<file path="src/rtl/fpu_mmio_queue.sv">
// fpu_mmio_queue: MMIO front end that issues jobs to a start/done FP core and queues results plus flags.
module fpu_mmio_queue #(
    parameter int DATA_W = 32,
    parameter int FLAG_W = 6,
    parameter int DEPTH  = 4,
    parameter int CNT_W  = $clog2(DEPTH + 1)
) (
    input  logic              clk,
    input  logic              rst,
    input  logic [2:0]        a,
    input  logic [DATA_W-1:0] wd,
    input  logic              we,
    output logic [DATA_W-1:0] rd,
    output logic              irq,
    output logic              invalid,
    output logic              overflow,
    output logic              core_start,
    output logic              core_op,
    output logic [DATA_W-1:0] core_a,
    output logic [DATA_W-1:0] core_b,
    input  logic              core_done,
    input  logic [DATA_W-1:0] core_p,
    input  logic [FLAG_W-1:0] core_flags
);
    localparam int PW = $clog2(DEPTH);
    typedef enum logic [1:0] {IDLE, ISSUE, WAIT} state_t;
    state_t state, state_n;
    logic [DATA_W-1:0] opa, opb, status, head_p;
    logic [FLAG_W-1:0] head_f;
    logic op, irq_en, drop_err;
    logic [DATA_W-1:0] mem_p [DEPTH];
    logic [FLAG_W-1:0] mem_f [DEPTH];
    logic [PW-1:0] wp, rp;
    logic [CNT_W-1:0] count;
    logic empty, full, busy, start_req, accept, push, pop;
    assign empty     = count == '0;
    assign full      = count == CNT_W'(DEPTH);
    assign busy      = state != IDLE;
    assign start_req = we && a == 3'd2 && wd[0];
    assign accept    = start_req && !busy && !full;
    assign push      = core_done && busy;
    assign pop       = we && a == 3'd4 && !empty;
    assign head_p    = mem_p[rp];
    assign head_f    = mem_f[rp];
    assign irq       = irq_en && !empty;
    assign invalid   = !empty && (head_f[1] || head_f[0] || head_f[4]);
    assign overflow  = !empty && (head_f[5] || head_f[2]);
    // Next-state logic; the start pulse is simply the ISSUE state.
    always_comb begin
        state_n    = state;
        core_start = state == ISSUE;
        case (state)
            IDLE:    state_n = accept ? ISSUE : IDLE;
            ISSUE:   state_n = core_done ? IDLE : WAIT;
            WAIT:    state_n = core_done ? IDLE : WAIT;
            default: state_n = IDLE;
        endcase
    end
    // Control registers, operand snapshot, drop flag and FIFO bookkeeping.
    always_ff @(posedge clk or posedge rst) begin
        if (rst) begin
            state    <= IDLE;
            opa      <= '0;
            opb      <= '0;
            op       <= 1'b0;
            irq_en   <= 1'b0;
            drop_err <= 1'b0;
            core_a   <= '0;
            core_b   <= '0;
            core_op  <= 1'b0;
            wp       <= '0;
            rp       <= '0;
            count    <= '0;
        end else begin
            state <= state_n;
            if (we && a == 3'd0) opa <= wd;
            if (we && a == 3'd1) opb <= wd;
            if (we && a == 3'd2) begin
                op     <= wd[1];
                irq_en <= wd[2];
            end
            if (accept) begin
                core_a  <= opa;
                core_b  <= opb;
                core_op <= wd[1];
            end
            if (start_req && !accept) drop_err <= 1'b1;
            else if (we && a == 3'd3 && wd[8]) drop_err <= 1'b0;
            if (push) wp <= wp + PW'(1);
            if (pop) rp <= rp + PW'(1);
            count <= count + CNT_W'(push) - CNT_W'(pop);
        end
    end
    // Result storage needs no reset: entries are only visible while counted.
    always_ff @(posedge clk) begin
        if (push) begin
            mem_p[wp] <= core_p;
            mem_f[wp] <= core_flags;
        end
    end
    // STATUS word assembly.
    always_comb begin
        status               = '0;
        status[0]            = busy;
        status[1]            = empty;
        status[2]            = full;
        status[8]            = drop_err;
        status[16 +: CNT_W]  = count;
    end
    // Register read mux; RESULT and FLAGS read zero when nothing is queued.
    always_comb begin
        rd = '0;
        case (a)
            3'd0:    rd = opa;
            3'd1:    rd = opb;
            3'd2:    rd = {{(DATA_W-3){1'b0}}, irq_en, op, 1'b0};
            3'd3:    rd = status;
            3'd4:    rd = empty ? '0 : head_p;
            3'd5:    rd = empty ? '0 : {{(DATA_W-FLAG_W){1'b0}}, head_f};
            default: rd = '0;
        endcase
    end
endmodule

</file>
<file path="config.mk">
export PLATFORM = sky130hd
export DESIGN_NAME = fpu_mmio_queue
export DESIGN_NICKNAME = d
export VERILOG_FILES = /design/src/rtl/fpu_mmio_queue.sv
export SDC_FILE = /design/constraint.sdc
export NUM_CORES = 1
export LEC_CHECK = 0
export ABC_AREA = 1
export BUFFER_PORTS_ARGS = -buffer_cell sky130_fd_sc_hd__buf_2
export CORE_MARGIN = 2
export CORE_UTILIZATION = 35
export DETAILED_ROUTE_END_ITERATION = 16
export PLACE_DENSITY_LB_ADDON = 0.3
export REMOVE_ABC_BUFFERS = 1
export SYNTH_ARGS = -nofsm -noshare
export SYNTH_HDL_FRONTEND = slang
export SYNTH_SLANG_ARGS = --single-unit
export TNS_END_PERCENT = 5
</file>
<file path="constraint.sdc">
create_clock -name clk -period 10.35 [get_ports clk]
set_input_delay 2.5875 -clock clk [delete_from_list [all_inputs] [get_ports clk]]
set_output_delay 2.5875 -clock clk [all_outputs]
set_load 0.02 [all_outputs]
</file>
==> key figures <==
Yosys
  – Prevailing post-synth register cell: sky130_fd_sc_hd__edfxtp_1
  – Flip-flop and latch count after synthesis: 293
  – Syn Inst Count: about 1300
  – Seq/Total Area, Yosys: 0.6635
  – Top cells by count, synth: sky130_fd_sc_hd__nand2_1, sky130_fd_sc_hd__edfxtp_1, sky130_fd_sc_hd__dfrtp_1
  – Number of warnings reported in the yosys synthesis log: 0
  – Yosys top cell area share: 0.3742
  – Synth area leaders: sky130_fd_sc_hd__edfxtp_1, sky130_fd_sc_hd__dfrtp_1, sky130_fd_sc_hd__nand2_1
  – Fraction of registers with async set or reset after synthesis: 0.4812
  – Number of different library cells in the post-synthesis netlist: 26
  – Cell with the most instances after synthesis: sky130_fd_sc_hd__nand2_1
  – Mean post-synth cell area: 9.597 sq um
  – Cell type with the highest aggregate area in the netlist: sky130_fd_sc_hd__edfxtp_1
  – Post-Syn Area: 12200 sq um
  – Number of flops mapped to enable cells by yosys: 152

Timing
  – Clock skew after layout: around 0.015 ns
  – Unrepaired setup endpoints after global routing: no
  – Hold Violations, Final: 0
  – Pin slew with the least headroom to its limit: 1.133 ns
  – Period Utilization, post-route: 0.6652
  – Final min period: 6.884 ns
  – Achievable clock frequency: ~0.15 GHz
  – Setup Total Neg Slack: 0 ns
  – Total setup violations reported at the end of the flow: 0
  – Rel. slew slack: 0.2423
  – Final number of max-transition violations: 0

Critical path
  – Setup Crit Path Kind: in2out
  – Arrival time worst endpoint: approximately 4.3 ns
  – Sequence of cells on the critical path: buf_2 > nor2_1 > nand2_1 > nor2_2 > buf_4 > nand3_1 > nand3_1 > buf_2
  – Capturing element type of the critical path: output port
  – WP data required: slightly below 8 ns
  – Standard cell with the maximum stage delay on the critical path: sky130_fd_sc_hd__buf_4
  – Type of origin of the critical path: input port
  – Max stage delay on crit path: approximately 0.43 ns
  – Maximum fanout encountered on the critical timing path: 25

Route
  – DRC errors left: 0
  – Antenna-violating nets left: 0
  – Detailed-route wire length: a little over 30 mm
  – Detailed Route Iter0 Violations: 442
  – Routed vias/inst: 4.616
  – DR vias: 8871
  – Number of detailed-route iterations in the first pass: 4
  – WL/cell: 15.87 um

Clock network
  – CTS root buf: sky130_fd_sc_hd__clkbuf_16
  – # H-tree levels: 2
  – Clock buffer count from CTS: 34
  – Worst-case clock buffer depth: 3
  – Post-CTS setup repair buffer count: 0
  – Post-CTS Hold Fix Bufs: 0
  – Clk sink count: about 300
  – TritonCTS clock tree: done
  – Worst-skew pair later-pin latency: 0.51 ns
  – Number of instances resized during post-cts repair: 0
  – Clock-pin slew on the worst setup and hold paths: 0.06 ns

Place
  – Post-detailed-placement half-perimeter wirelength: just under 20 mm
  – Routability congestion estimate from global placement: 0.8478
  – Number of port buffers: 177
  – Cell count after placement: 1855

Global routing
  – Antenna violations before repair: 7
  – Vias in the first global route: approximately 8500
  – Pin count of the biggest net entering global routing: 82
  – Combined global-route utilization of all metal layers: 0.1702
  – Residual overflow from global routing: 0
  – Global-route wire length before repair: ~48 mm

Run status
  – Result of the run: completed

Power
  – Leak Pwr: ~7.0 nW
  – Power density normalized to cell area: 244.2 nW/um^2
  – IR Drop Worst-Case VDD: 125.4 uV

Die
  – Core area: around 34000 sq um
  – Die width: about 190 um
  – Die footprint: between 30000 and 40000 sq um
  – # IOs: 178
  – Effective utilization at floorplan: 0.3540
  – Cell row count: 68
  – Die Height: 190.7 um

Layout
  – Relative area change from synthesis to final layout: 20.03%
  – Layout cells sized above 1: 0.1821
  – Finished Layout Cells: between 1500 and 2000
  – Net count, final: around 1500

Flow run
  – Max-capacitance violation count: 0

Worst hold path
  – Path type of the worst min-delay path: reg2reg
[power by group]
part           internal (mW)  total (mW)  leakage, nW  switching [mW]
logic                  0.282       0.924         3.25           0.642
registers               1.39        1.50         3.18           0.111
clock network          0.690        1.16        0.553           0.466
total                   2.36        3.58         6.98            1.22
[flip-flops by register name, summed over array words and instances (netlist names), 2 cells and up]
signal / cells
mem_f: 24
count: 3
wp: 2
opa: 32
state: 2
core_a: 32
opb: 32
mem_p: 128
rp: 2
core_b: 32
[stage by stage]
stage / power [mW] / worst slack (ns) / area, sq um / hold slack, ns / utilization
3_5_place_dp: 2.461 / 3.468 / 13530 / 0.4560 / 0.3926
2_1_floorplan: 2.083 / 3.493 / 11900 / 0.4529 / -
6_report: 3.576 / 3.466 / 14640 / 0.4647 / 0.4249
4_1_cts: 3.631 / 3.464 / 14630 / 0.4707 / 0.4245
3_3_place_gp: 2.450 / 3.503 / 13530 / 0.4510 / 0.3926
5_1_grt: 3.807 / 3.289 / 14630 / 0.4855 / 0.4247
[critical path, delay by kind of cell]
kind,cells,cell delay [ns]
and+or+nand+nor,5,0.93
buffers and inverters,3,0.76
[cell usage in the layout, fill, tap and decap left out, types with 2 or more instances in the layout]
master	count
sky130_fd_sc_hd__clkinv_2	11
sky130_fd_sc_hd__nor2_2	2
sky130_fd_sc_hd__diode_2	6
sky130_fd_sc_hd__edfxtp_1	152
sky130_fd_sc_hd__nand3b_1	2
sky130_fd_sc_hd__nand3_1	34
sky130_fd_sc_hd__clkinv_8	2
sky130_fd_sc_hd__o21ai_0	99
sky130_fd_sc_hd__ha_1	9
sky130_fd_sc_hd__buf_2	177
sky130_fd_sc_hd__inv_1	86
sky130_fd_sc_hd__inv_2	5
sky130_fd_sc_hd__o21ai_1	43
sky130_fd_sc_hd__clkbuf_1	5
sky130_fd_sc_hd__xor2_1	2
sky130_fd_sc_hd__buf_4	14
sky130_fd_sc_hd__nand2_2	3
sky130_fd_sc_hd__clkinv_1	2
sky130_fd_sc_hd__nand2_1	511
sky130_fd_sc_hd__clkbuf_8	6
sky130_fd_sc_hd__nor2_4	5
sky130_fd_sc_hd__clkbuf_16	35
sky130_fd_sc_hd__nor3_4	2
sky130_fd_sc_hd__dfrtp_1	140
sky130_fd_sc_hd__nor2_1	105
[worst paths after layout]
path                       slack, ns         end       start  cells past startpoint
max reg2reg                     7.57       rp[1]       rp[1]                      4
min in group asynchronous       2.20      opa[7]         rst                      2
max                             3.47       rd[4]        a[1]                      8
min                             0.46  core_b[24]  core_b[24]                      2
min reg2reg                     0.46  core_b[24]  core_b[24]                      2
max in group asynchronous       6.82     opa[31]         rst                      3
[area by class of cell]
| class | count | area [sq um] |
|---|---|---|
| Fill cell | 3370 | 19820 |
| Clock buffer | 46 | 977.2 |
| Antenna cell | 6 | 15.01 |
| Tap cell | 455 | 569.3 |
| Timing Repair Buffer | 191 | 991.0 |
| Clock inverter | 15 | 121.4 |
| Sequential cell | 293 | 8094 |
| Multi-Input combinational cell | 823 | 3520 |
| Inverter | 93 | 354.1 |
[kinds of logic after synthesis]
group                      synth area share
xor gates and xnor gates           0.002154
and+or+nand+nor                      0.2115
AOI/OAI and AO/OA                   0.05929
buffers and inverters               0.05272
adders and majority gates           0.01087
DFF                                  0.6635
[per-layer routing]
metal | GRT usage | up-vias | share of wire
li1 | - | 4389 | -
met1 | 0.2290 | 4242 | 0.46
met2 | 0.2776 | 191 | 0.47
met3 | 0.03460 | 45 | 0.050
met4 | 0.05128 | 4 | 0.018
met5 | 0 | - | 0.00079
Power figures use the tool's default switching activity.
